==> src/rtl/uart_pkg.sv <==
// Shared UART definitions: state encoding, oversampling ratio, parity modes.
package uart_pkg;

  localparam int unsigned OVERSAMPLE = 16;

  localparam int unsigned PAR_NONE = 0;
  localparam int unsigned PAR_EVEN = 1;
  localparam int unsigned PAR_ODD  = 2;

  // One-hot frame states shared by transmitter and receiver
  localparam logic [4:0] IDLE  = 5'b00001;
  localparam logic [4:0] START = 5'b00010;
  localparam logic [4:0] DATA  = 5'b00100;
  localparam logic [4:0] PAR   = 5'b01000;
  localparam logic [4:0] STOP  = 5'b10000;

  // Ceiling log2, used to size counters at elaboration
  function automatic int unsigned clog2(input int unsigned value);
    int unsigned res;
    res = 0;
    while ((32'd1 << res) < value) res = res + 1;
    return res;
  endfunction

  function automatic int unsigned max2(input int unsigned a, input int unsigned b);
    return (a > b) ? a : b;
  endfunction

endpackage

==> src/rtl/uart_tx.sv <==
// UART transmitter: start bit, NB_DATA data bits LSB first, optional parity,
// NB_STOP ticks of stop, all timed by a shared 16x baud tick.
module uart_tx
  import uart_pkg::*;
#(
  parameter int unsigned NB_DATA = 8,
  parameter int unsigned NB_STOP = 16,
  parameter int unsigned PARITY  = 0
) (
  input  logic               clk,
  input  logic               i_rst,
  input  logic               i_tick,
  input  logic               i_tx_start,
  input  logic [NB_DATA-1:0] i_data,
  output logic               o_tx,
  output logic               o_busy,
  output logic               o_tx_done
);

  localparam int unsigned TICK_W = clog2(max2(OVERSAMPLE, NB_STOP));
  localparam int unsigned BIT_W  = clog2(NB_DATA);

  logic [4:0]         state, state_nxt;
  logic [TICK_W-1:0]  tick_cnt, tick_nxt;
  logic [BIT_W-1:0]   bit_cnt, bit_nxt;
  logic [NB_DATA-1:0] shift_reg, shift_nxt;
  logic               par_bit, par_nxt;
  logic               tx_nxt, busy_nxt, done_nxt;
  logic               last_os, last_stop, last_bit;

  assign last_os   = (tick_cnt == TICK_W'(OVERSAMPLE - 1));
  assign last_stop = (tick_cnt == TICK_W'(NB_STOP - 1));
  assign last_bit  = (bit_cnt == BIT_W'(NB_DATA - 1));

  // State and datapath registers; reset drives the line idle-high at once
  always_ff @(posedge clk or posedge i_rst) begin
    if (i_rst) begin
      state     <= IDLE;
      tick_cnt  <= '0;
      bit_cnt   <= '0;
      shift_reg <= '0;
      par_bit   <= 1'b0;
      o_tx      <= 1'b1;
      o_busy    <= 1'b0;
      o_tx_done <= 1'b0;
    end else begin
      state     <= state_nxt;
      tick_cnt  <= tick_nxt;
      bit_cnt   <= bit_nxt;
      shift_reg <= shift_nxt;
      par_bit   <= par_nxt;
      o_tx      <= tx_nxt;
      o_busy    <= busy_nxt;
      o_tx_done <= done_nxt;
    end
  end

  // Next-state, counters and registered-output values
  always_comb begin
    state_nxt = state;
    tick_nxt  = tick_cnt;
    bit_nxt   = bit_cnt;
    shift_nxt = shift_reg;
    par_nxt   = par_bit;
    done_nxt  = 1'b0;

    case (state)
      IDLE: begin
        // A tick coinciding with the accept is deliberately not counted
        if (i_tx_start) begin
          state_nxt = START;
          shift_nxt = i_data;
          tick_nxt  = '0;
          par_nxt   = (PARITY == PAR_ODD) ? ~^i_data : ^i_data;
        end
      end
      START: begin
        if (i_tick) begin
          if (last_os) begin
            state_nxt = DATA;
            tick_nxt  = '0;
            bit_nxt   = '0;
          end else begin
            tick_nxt = tick_cnt + TICK_W'(1);
          end
        end
      end
      DATA: begin
        if (i_tick) begin
          if (last_os) begin
            shift_nxt = shift_reg >> 1;
            tick_nxt  = '0;
            if (last_bit) begin
              state_nxt = (PARITY != PAR_NONE) ? PAR : STOP;
            end else begin
              bit_nxt = bit_cnt + BIT_W'(1);
            end
          end else begin
            tick_nxt = tick_cnt + TICK_W'(1);
          end
        end
      end
      PAR: begin
        if (i_tick) begin
          if (last_os) begin
            state_nxt = STOP;
            tick_nxt  = '0;
          end else begin
            tick_nxt = tick_cnt + TICK_W'(1);
          end
        end
      end
      STOP: begin
        if (i_tick) begin
          if (last_stop) begin
            state_nxt = IDLE;
            tick_nxt  = '0;
            done_nxt  = 1'b1;
          end else begin
            tick_nxt = tick_cnt + TICK_W'(1);
          end
        end
      end
      default: begin
        state_nxt = IDLE;
        tick_nxt  = '0;
        bit_nxt   = '0;
      end
    endcase

    // Line level is a function of the state being entered
    case (state_nxt)
      START:   tx_nxt = 1'b0;
      DATA:    tx_nxt = shift_nxt[0];
      PAR:     tx_nxt = par_nxt;
      default: tx_nxt = 1'b1;
    endcase
    busy_nxt = (state_nxt != IDLE);
  end

endmodule

==> config.mk <==
export PLATFORM = sky130hd
export DESIGN_NAME = uart_tx
export DESIGN_NICKNAME = d
export VERILOG_FILES = /design/src/rtl/uart_pkg.sv /design/src/rtl/uart_tx.sv
export SDC_FILE = /design/constraint.sdc
export NUM_CORES = 1
export LEC_CHECK = 0
export ABC_AREA = 1
export CORE_UTILIZATION = 40
export DETAILED_ROUTE_END_ITERATION = 6
export HOLD_SLACK_MARGIN = 0.05
export PLACE_DENSITY_LB_ADDON = 0.05
export SLEW_MARGIN = 25
export SYNTH_ARGS = -nofsm -noshare
export SYNTH_HDL_FRONTEND = slang
export SYNTH_SLANG_ARGS = --single-unit
==> constraint.sdc <==
create_clock -name clk -period 2.76 [get_ports clk]
set_input_delay 0.414 -clock clk [delete_from_list [all_inputs] [get_ports clk]]
set_output_delay 0.414 -clock clk [all_outputs]
set_load 0.05 [all_outputs]
# [Word level (Yosys, flattened, before mapping)]
# Index checks and enable logic that the tools add are counted.
# Widths: inputs -> output; s select.
[op_classes] add_sub_neg=2 mul=0 n_div=0 magnitude_cmp=0 n_eq_ne=18 shift=0 muxes=31 bitwise=1 n_reduce_logical=7
[op_table] operator="$mux 5" count=10
[op_table] operator="$pmux 5 s5" count=1
[op_table] operator="$mux 8" count=3
[op_table] operator="$pmux 8 s2" count=1
[op_table] operator="$mux 3" count=5
[op_table] operator="$mux 4" count=3
[op_table] operator="$ne 2x2->1 const B" count=6
[op_table] operator="$eq 5x2->1 const B" count=2
[op_table] operator="$eq 5x3->1 const B" count=2
[op_table] operator="$eq 5x4->1 const B" count=2
[op_table] operator="$pmux 3 s3" count=1
[op_table] operator="$pmux 4 s2" count=1
[op_table] operator="$reduce_xor 8->1" count=1
[op_table] operator="$reduce_and 6->1" count=1
[op_table] operator="$eq 5x1->1 const B" count=1
[op_table] operator="$eq 5x5->1 const B" count=1
[op_table] operator="$mux 1" count=5
[op_table] operator="$ne 5x1->1 const B" count=1
[op_table] operator="$add 4x1->4 const B" count=1
[op_table] operator="$eq 4x4->1 const B" count=1
[op_table] operator="$reduce_and 4->1" count=1
[op_table] operator="$reduce_or 4->1" count=1
[op_table] operator="$add 3x1->3 const B" count=1
[op_table] operator="$eq 3x3->1 const B" count=1
[op_table] operator="other kinds (6)" count=6
[totals] ff_bits=24 latchBits=0 mem_bits_rw=0 mem_bits_ro=0 in_bits=12 wordCells=68 mem_count=0

# [Longest topological paths before layout]
# Gate-level depths: netlist (run 1).
[depth] ltp_word=7 depth_mapped=11 mapped_depth_nobuf=11

# [Worst setup path before layout (run 1)]
# Ideal clock, no wire load.
[synth_timing] kind="flip-flop to flip-flop" from="register tick_cnt[0]" to="register bit_cnt[0]" setup_ps=122 t_arrival_ps=1219 path_slack_ps=1419 path_stages_with_launch=11 period_less_slack_ps=1341 cell_sequence="dfrtp_1 -> ha_1 -> nand2_2 -> nor2_4 -> nand2_4 -> nand2_1 -> nand2_2 -> nor2_4 -> nand2_2 -> nand2_1 -> o21ai_1"
[synth_between] elab_chain_cells=3 word_cells_on_any_way=4 cone_classes="eq/ne (3); reduce/logical (1)"
[synth_lines] element="from (decl)" line="uart_tx.sv:24" text="logic [TICK_W-1:0] tick_cnt, tick_nxt;"
[synth_lines] element="from (signal assigned)" line="uart_tx.sv:48" text="tick_cnt <= tick_nxt;"
[synth_lines] element="$eq 4x4->1 (*)" line="uart_tx.sv:31" text="assign last_os = (tick_cnt == TICK_W'(OVERSAMPLE - 1));"
[synth_lines] element="$ne 2x2->1 (no line)"
[synth_lines] element="$reduce_and 6->1 (no line) (*)"
[synth_lines] element="to (signal assigned)" line="uart_tx.sv:49" text="bit_cnt <= bit_nxt;"
[synth_lines] element="to (decl)" line="uart_tx.sv:25" text="logic [BIT_W-1:0] bit_cnt, bit_nxt;"
# Mark *: on every way between the ends. The rest lies on a longest branch, timed or not.
# A chain may end at the register's enable or synchronous reset.

# [Worst setup path in the final report (run 1)]
[layout_timing] from="register o_tx" to="output port o_tx"
[layout_rtl] element="from (decl)" line="uart_tx.sv:15" text="output logic o_tx,"
[layout_rtl] element="from (signal assigned)" line="uart_tx.sv:52" text="o_tx <= tx_nxt;"
# No word-level cell between the ends.

==> impl_metrics.yaml, run 1 <==
flow_run:
  maxCapViolations: 0
die:
  io_pins: 15
  start_util_pct: 41.8
  chipWidth_um: 64.1
  core_mm2: 0.00369
  std_cell_rows: 22
  die_h_um: 64.1
  dieArea_mm2: 0.00410
timing:
  tightestPinTransition_ns: 0.502
  maxSlewHeadroom_pct: 66.5
  setup_tns_ns: 0
  final-hold-violation-count: 0
  setup_slack_ns: 0.777
  rsz0062_at_grt: "false"
  finClkSkew_ns: 0.00155
  period_share_pct: 71.8
  maxSlewViolCount: 0
  period_needed_ns: 1.98
  setup_violations: 0
  fmax_mhz: 504
worst_hold_path:
  hp-class: "reg2reg"
  hold_end: "shift_reg[2]"
  min_path_cells: 2
  hold_start: "shift_reg[2]"
yosys:
  ys_seq_area_share_pct: 39.2
  yosysUniqueCellTypes: 29
  syn_avg_cell_area_um2: 7.78
  synth_area_mm2: 0.00154
  ys_ff_latch: 24
  syn-num-nets: 213
  netlist_instances: 198
  ys.warnings.count: 0
layout:
  multi_input_area_um2: 813
  fin_area_mm2: 0.00180
  postLayoutCoreUtil_pct: 48.9
  fill_cells: 388
  largest_reg_flops: 8
  drive_above_1_share_pct: 18.9
  nets: 233
  antenna_cells: 0
  seqCellArea_um2: 603
  synthToLayoutAreaGrowth_pct: 17.1
setup_path:
  rrSetupSlack_ns: 1.24
  cp_top_family: "buffers and inverters"
  cp_data_required_time_ns: 2.35
  crit_chain: "clkdlybuf4s50_1"
  r2r_start: "tick_cnt[0]"
  crit_type: "reg2out"
  critPathArrivalTime_ns: 1.57
  r2r-end: "bit_cnt[0]"
  worst-path-buf-inv: 1
  slowest_delay_ns: 0.78
  critPathMaxFanout: 1
  slowest_stage: "clkdlybuf4s50_1"
  end_kind: "output port"
  worstSetupStartpointType: "flip-flop"
  r2r_cells: 10
placement:
  gp_congestion: 0.804
  dp.final_hpwl_um: 2370
  dp_slack_ns: 0.999
  io_buffers: 14
  dpl-instance-area_mm2: 0.00175
cts:
  htree_levels: 1
  clk_latency_ns: 0.26
  root_buffer: "clkbuf_8"
  numCtsBuffers: 3
  postCtsSetupBuffers: 0
  cts_tree: "built"
  cts-resized-gates: 0
  cts_hold_buf: 0
  cts_max_path_buffers: 2
  path_clk_slew_ns: 0.08
  clock-sinks: 24
route:
  drt_wl_total_um: 2970
  vias: 1259
  ant_nets: 0
  drtPass1Iterations: 4
  drc: 0
  viasPerCell: 4.75
  routedWlPerCell_um: 11.2
  drtIter0Drc: 45
global_routing:
  grt_overflow: 0
  antenna_found_initial: 0
  grtUsageTotal_pct: 17.5
  grt_max_degree: 25
  grt_first_pass_wirelength_um: 5510
  grt_pass1_vias: 1294
power_and_ir_drop:
  p_leak_nw: 0.922
  vdd_drop_max_uv: 213
  p_per_area_mw_per_mm2: 718
status:
  status: "complete, no violations"
## cell usage in the layout, fill, tap and decap left out, types with 3 or more instances in the layout
cell type / synthesis / layout
a22oi_1: 4 / 4
clkbuf_8: 0 / 4
clkdlybuf4s50_1: 0 / 14
dfrtp_1: 22 / 22
ha_1: 3 / 3
inv_1: 27 / 27
nand2_1: 68 / 68
nand2_2: 6 / 6
nand2_4: 4 / 4
nand3_1: 13 / 13
nor2_1: 10 / 10
nor2_4: 5 / 5
o21ai_0: 6 / 6
o21ai_2: 5 / 5
## per-stage QoR
| step | instances | power (W) | hold WS [ns] |
|---|---|---|---|
| final | 265 | 0.00129 | 0.478 |
| after global routing | 265 | 0.00140 | 0.509 |
| after CTS | 265 | 0.00132 | 0.484 |
| after detailed placement | 261 | 0.00107 | 0.463 |
| after global placement | 261 | 0.00107 | 0.462 |
| after floorplan | 198 | 0.000938 | 0.427 |
## where the power goes
part           total, W  switching, W  internal (W)  leakage (nW)
sequential     0.000507     0.0000553      0.000452         0.312
clock          0.000233      0.000106      0.000127        0.0288
combinational  0.000555      0.000353      0.000202         0.582
## area by class of cell
| type | count | area share [%] |
|---|---|---|
| clock buffers | 4 | 3.05 |
| inverters | 31 | 6.87 |
| multi-input cells | 143 | 45.1 |
| flip-flops and latches | 24 | 33.4 |
| well taps | 48 | 3.33 |
| repair buffers | 15 | 8.19 |
## Yosys cell counts, drive strengths merged
cell type	number	area share, %
dfrtp	22	36
nor2	17	6.9
ha	3	2.4
o21ai	13	5.4
nand4	5	3.8
and2	1	0.41
o211ai	1	1.4
inv	30	7.5
clkinv	1	0.57
a21boi	1	0.49
a22oi	4	1.9
a21oi	2	0.65
and3	1	0.49
nand3	13	4.2
dfstp	2	3.4
or2	2	0.81
xnor2	1	0.57
nand2	79	23
## kinds of logic after synthesis
logic type / after synthesis / synth area share (%)
xor+xnor: 1 / 0.569
compound gates: 21 / 9.91
fa+ha+maj: 3 / 2.44
buf+inv: 31 / 8.04
simple gates: 118 / 39.9
flops: 24 / 39.2
## how the worst max path moves through the flow
stage / cells past startpoint / from / slack [ns] / end
6_report: 1 / o_tx / 0.78 / o_tx
5_1_grt: 1 / o_tx / 0.74 / o_tx
4_1_cts: 1 / o_tx / 0.76 / o_tx
3_5_place_dp: 5 / i_tx_start / 1.0 / par_bit
3_3_place_gp: 8 / i_tick / 1.02 / o_tx
2_1_floorplan: 10 / tick_cnt[0] / 1.42 / bit_cnt[0]
## routing by layer
layer | part of all wire (%) | track usage, %
met1 | 48 | 22.0
met2 | 48 | 29.7
met3 | 2.3 | 2.32
met4 | 1.3 | 7.95
met5 | 0 | 0
Note: power is estimated with default switching activity, not from simulation.
==> run 2: changes to the inputs <==
==> constraint.sdc (replaced) <==
create_clock -name clk -period 1.66 [get_ports clk]
set_input_delay 0.249 -clock clk [delete_from_list [all_inputs] [get_ports clk]]
set_output_delay 0.249 -clock clk [all_outputs]
set_load 0.05 [all_outputs]
==> run 2 against run 1 <==
Effect of this change:
- count of clock-buffer cells in the layout did not move
- register-to-register slack got worse by 1.2 ns
- worst setup slack got worse by 0.69 ns
- clock skew is essentially flat
- sequential share of layout area is 0.28 points lower
- cell count up 0.38%
- combinational power increased by 71%
- final area is 0.83% higher
- first-iteration DRC count rose by 29%
- via count grew 2.4%
- sequential power rose by 68%
- highest routed layer unchanged
- largest cell class unchanged
==> impl_metrics.yaml, run 2 (synthesized netlist as in run 1, its figures left out) <==
status:
  status: "complete, no violations"
cts:
  postCtsSetupBuffers: 0
  cts-resized-gates: 0
  root_buffer: "clkbuf_8"
  clock-sinks: 24
  cts_tree: "built"
  clk_latency_ns: 0.27
  path_clk_slew_ns: 0.08
  cts_max_path_buffers: 2
  htree_levels: 1
  cts_hold_buf: 0
  numCtsBuffers: 3
die:
  start_util_pct: 41.8
  die_h_um: 64.1
  core_mm2: 0.00369
  std_cell_rows: 22
  chipWidth_um: 64.1
  dieArea_mm2: 0.00410
  io_pins: 15
timing:
  finClkSkew_ns: 0.00195
  setup_violations: 0
  timing.hold.ws_ns: 0.317
  setup_slack_ns: 0.0888
  period_share_pct: 94.7
  tightestPinTransition_ns: 0.311
  rsz0062_at_grt: "false"
  maxSlewViolCount: 0
  maxSlewHeadroom_pct: 79.2
  setup_tns_ns: 0
  period_needed_ns: 1.57
  fmax_mhz: 636
  final-hold-violation-count: 0
setup_path:
  crit_type: "reg2reg"
  r2r-end: "bit_cnt[1]"
  critPathMaxFanout: 8
  worst-path-buf-inv: 0
  r2r_start: "tick_cnt[0]"
  critPathArrivalTime_ns: 1.73
  slowest_stage: "dfrtp_1"
  worst-path-stages: 10
  setup.worst_path.end: "bit_cnt[1]"
  crit_chain: "ha_2 -> nand2_2 -> nor2_4 -> nand2_4 -> nand2_1 -> nand2_2 -> nor2_4 -> nand2_2 -> nand2_1 -> o21ai_1"
  end_kind: "flip-flop"
  r2r_cells: 10
  slowest_delay_ns: 0.40
  path_common_cell: "nand2_2"
  cp_top_family: "simple AND/OR/NAND/NOR gates"
  cp_data_required_time_ns: 1.82
  worstSetupStartpointType: "flip-flop"
  cp-startpoint: "tick_cnt[0]"
  rrSetupSlack_ns: 0.09
placement:
  io_buffers: 14
  gp_congestion: 0.787
  dp.final_hpwl_um: 2510
  dp.cells: 262
  dp_slack_ns: 0.0370
power_and_ir_drop:
  p_leak_nw: 0.933
  p_switching_w: 0.000883
  vdd_drop_max_uv: 413
  clockPowerShare_pct: 18.1
  p_sw_share_pct: 40.1
  comb_power_share_pct: 43.2
  p_seq_share_pct: 38.7
  internal_power_w: 0.00132
  p_per_area_mw_per_mm2: 1210
global_routing:
  antenna_found_initial: 0
  grt_max_degree: 25
  grt_pass1_vias: 1249
  grt_overflow: 0
  grt_first_pass_wirelength_um: 5530
  grtUsageTotal_pct: 17.5
flow_run:
  maxCapViolations: 0
route:
  drtPass1Iterations: 4
  routedWlPerCell_um: 11.7
  drtIter0Drc: 58
  ant_nets: 0
  drt_wl_total_um: 3110
  vias: 1289
  drc: 0
  viasPerCell: 4.85
layout:
  antenna_cells: 0
  finalNonFillerCells: 266
  most-common-layout-cells: "nand2_1 (68), inv_1 (27), dfrtp_1 (22)"
  largest_reg_flops: 8
  synthToLayoutAreaGrowth_pct: 18.0
  layout.cells.most_common: "nand2_1"
  postLayoutCoreUtil_pct: 49.3
  drive_above_1_share_pct: 21.1
  nets: 234
  fill_cells: 376
worst_hold_path:
  hp-class: "in2async"
## run 2: changes by cell type in the layout (fill, tap and decap cells not counted), sizes merged
cell           previous run  this run
buf                       1         5
clkdlybuf4s50            14        11
## run 2: layer usage
metal / up-vias / wire length [µm] / global-route usage (%) / part of all wire (%)
li1: 664 / - / - / -
met1: 596 / 1460 / 21.9 / 47
met2: 22 / 1490 / 29.5 / 48
met3: 7 / 109 / 2.68 / 3.5
met4: 0 / 53 / 7.67 / 1.7
met5: - / 0 / 0 / 0
## run 2: final cells by class
type | count | area, µm² | area share (%)
Clock buffer | 4 | 55.1 | 3.03
Inverter | 31 | 124 | 6.81
Multi-Input combinational cell | 143 | 816 | 44.9
Sequential cell | 24 | 603 | 33.2
Tap cell | 48 | 60.1 | 3.30
Timing Repair Buffer | 16 | 160 | 8.81
## run 2: power groups by stage
stage	logic [W]	registers, W	clock network (W)
2_1_floorplan	0.000640	0.000919	0
3_3_place_gp	0.000940	0.000864	0
3_5_place_dp	0.000956	0.000865	0
4_1_cts	0.000959	0.000853	0.000410
5_1_grt	0.00105	0.000869	0.000441
6_report	0.000951	0.000852	0.000399
## run 2: worst min-delay path by stage
stage                            start      endpoint  slack [ns]  cells after the start
after global placement    shift_reg[1]  shift_reg[1]        0.46                      2
after CTS                        i_rst  shift_reg[3]        0.34                      3
after detailed placement  shift_reg[1]  shift_reg[1]        0.47                      2
after floorplan                  i_rst    bit_cnt[0]        0.26                      1
final                            i_rst   tick_cnt[3]        0.32                      3
after global routing             i_rst  shift_reg[1]        0.36                      3
## run 2: through the flow
step | power, W | area (µm²)
finish | 0.00220 | 1820
global route | 0.00236 | 1820
CTS | 0.00222 | 1820
detailed placement | 0.00182 | 1760
global placement | 0.00180 | 1760
floorplan | 0.00156 | 1540
## run 2: worst min-delay path, cell delays in order
cell	delay, ns
clkdlybuf4s50_1	0.39
inv_1	0.05
buf_4	0.29
==> run 3: changes to the inputs <==
--- a/config.mk
+++ b/config.mk
@@ -6,6 +6,7 @@
 export NUM_CORES = 1
 export LEC_CHECK = 0
 export ABC_AREA = 1
+export CORE_MARGIN = 2
 export CORE_UTILIZATION = 40
 export DETAILED_ROUTE_END_ITERATION = 6
 export HOLD_SLACK_MARGIN = 0.05
==> run 3 against run 2 <==
Effect of this change:
- final area rose by 1.7%
- sequential cell count did not move
- highest routed layer unchanged
- worst setup slack improved by 0.052 ns
==> impl_metrics.yaml, run 3 (synthesized netlist as in run 1, its figures left out) <==
status:
  status: "complete, no violations"
power_and_ir_drop:
  p_leak_nw: 0.955
  p_per_area_mw_per_mm2: 1210
  vdd_drop_max_uv: 486
  total_power_w: 0.00223
layout:
  fin_area_mm2: 0.00185
  layout.cells.most_common: "nand2_1"
  drive_above_1_share_pct: 22.5
  most-common-layout-cells: "nand2_1 (68), inv_1 (27), dfrtp_1 (22)"
  nets: 238
  fill_cells: 360
  antenna_cells: 0
  synthToLayoutAreaGrowth_pct: 20.0
  seqCellArea_um2: 603
  largest_reg_flops: 8
  multi_input_area_um2: 816
  finalNonFillerCells: 270
global_routing:
  grt_max_degree: 25
  grt_first_pass_wirelength_um: 5650
  grt_pass1_vias: 1262
  grtUsageTotal_pct: 16.6
  grt_overflow: 0
  antenna_found_initial: 0
flow_run:
  maxCapViolations: 0
cts:
  root_buffer: "clkbuf_8"
  cts_max_path_buffers: 2
  htree_levels: 1
  path_clk_slew_ns: 0.09
  numCtsBuffers: 3
  cts_hold_buf: 0
  clock-sinks: 24
  cts_tree: "built"
  clk_latency_ns: 0.26
die:
  std_cell_rows: 22
  start_util_pct: 41.8
  chipWidth_um: 66.1
  io_pins: 15
  dieArea_mm2: 0.00436
  core_mm2: 0.00369
  die_h_um: 66.1
placement:
  gp_congestion: 0.770
  dp.final_hpwl_um: 2530
  dp.cells: 262
  io_buffers: 14
  dpl-instance-area_mm2: 0.00176
worst_hold_path:
  hp-class: "in2async"
timing:
  period_share_pct: 91.5
  fmax_mhz: 658
  setup_tns_ns: 0
  maxSlewViolCount: 0
  timing.hold.ws_ns: 0.330
  tightestPinTransition_ns: 0.312
  finClkSkew_ns: 0.00482
  setup_violations: 0
  rsz0062_at_grt: "false"
  maxSlewHeadroom_pct: 79.2
  final-hold-violation-count: 0
  period_needed_ns: 1.52
setup_path:
  worstSetupStartpointType: "flip-flop"
  critPathArrivalTime_ns: 1.67
  cp_data_required_time_ns: 1.81
  critPathMaxFanout: 8
  crit_type: "reg2reg"
  end_kind: "flip-flop"
route:
  vias: 1308
  drtPass1Iterations: 4
  drtIter0Drc: 50
  routedWlPerCell_um: 12.0
  drt_wl_total_um: 3240
  viasPerCell: 4.84
  drc: 0
  ant_nets: 0
run 3: what timing repair did:
item	4_1_cts	5_1_grt
setup endpoints to repair	0	8
resized for setup	0	1
setup buffers	0	4
run 3: path summary, 6_finish.rpt:
check | slack [ns] | cells after the start | endpoint | from
hold reg to reg | 0.48 | 2 | shift_reg[5] | shift_reg[5]
min in group clk | 0.48 | 2 | shift_reg[5] | shift_reg[5]
hold / removal | 0.33 | 3 | shift_reg[3] | i_rst
max in group asynchronous | 1.04 | 3 | state[0] | i_rst
setup / recovery | 0.14 | 10 | bit_cnt[0] | tick_cnt[1]
setup reg to reg | 0.14 | 10 | bit_cnt[0] | tick_cnt[1]
run 3: layout make-up:
type | instances | share of cell area [%]
Tap cell | 48 | 3.25
Inverter | 31 | 6.70
Sequential cell | 24 | 32.6
Timing Repair Buffer | 20 | 10.3
Multi-Input combinational cell | 143 | 44.1
Clock buffer | 4 | 2.98
run 3: worst max-delay path, cell delays in order (launching register included):
cell and delay [ns]:
dfrtp_1 0.38, ha_2 0.20, nand2_2 0.07, nor2_4 0.18, nand2_4 0.11, nand2_1 0.09
nand2_2 0.06, nor2_4 0.12, nand2_2 0.09, nand2_1 0.06, o21ai_1 0.05
run 3: report_power, final:
part           internal, W  total [W]  switching (W)
sequential        0.000752   0.000851      0.0000990
combinational     0.000375   0.000985       0.000610
clock             0.000211   0.000392       0.000180
total              0.00134    0.00223       0.000890
run 3: per-layer routing:
layer  GRT usage [%]  vias to the layer above  routed length [µm]
met3            2.21                        6                 133
met5               0                        -                   0
met1            20.6                      597                1470
met4            6.38                        0                  59
li1                -                      672                   -
met2            29.3                       33                1580
run 3: metrics by stage:
stage,worst slack (ns),utilization [%]
after global routing,0.00745,50.1
after CTS,0.101,49.2
after detailed placement,0.00853,47.7
after floorplan,0.319,-
final,0.141,50.1
after global placement,0.0553,47.7
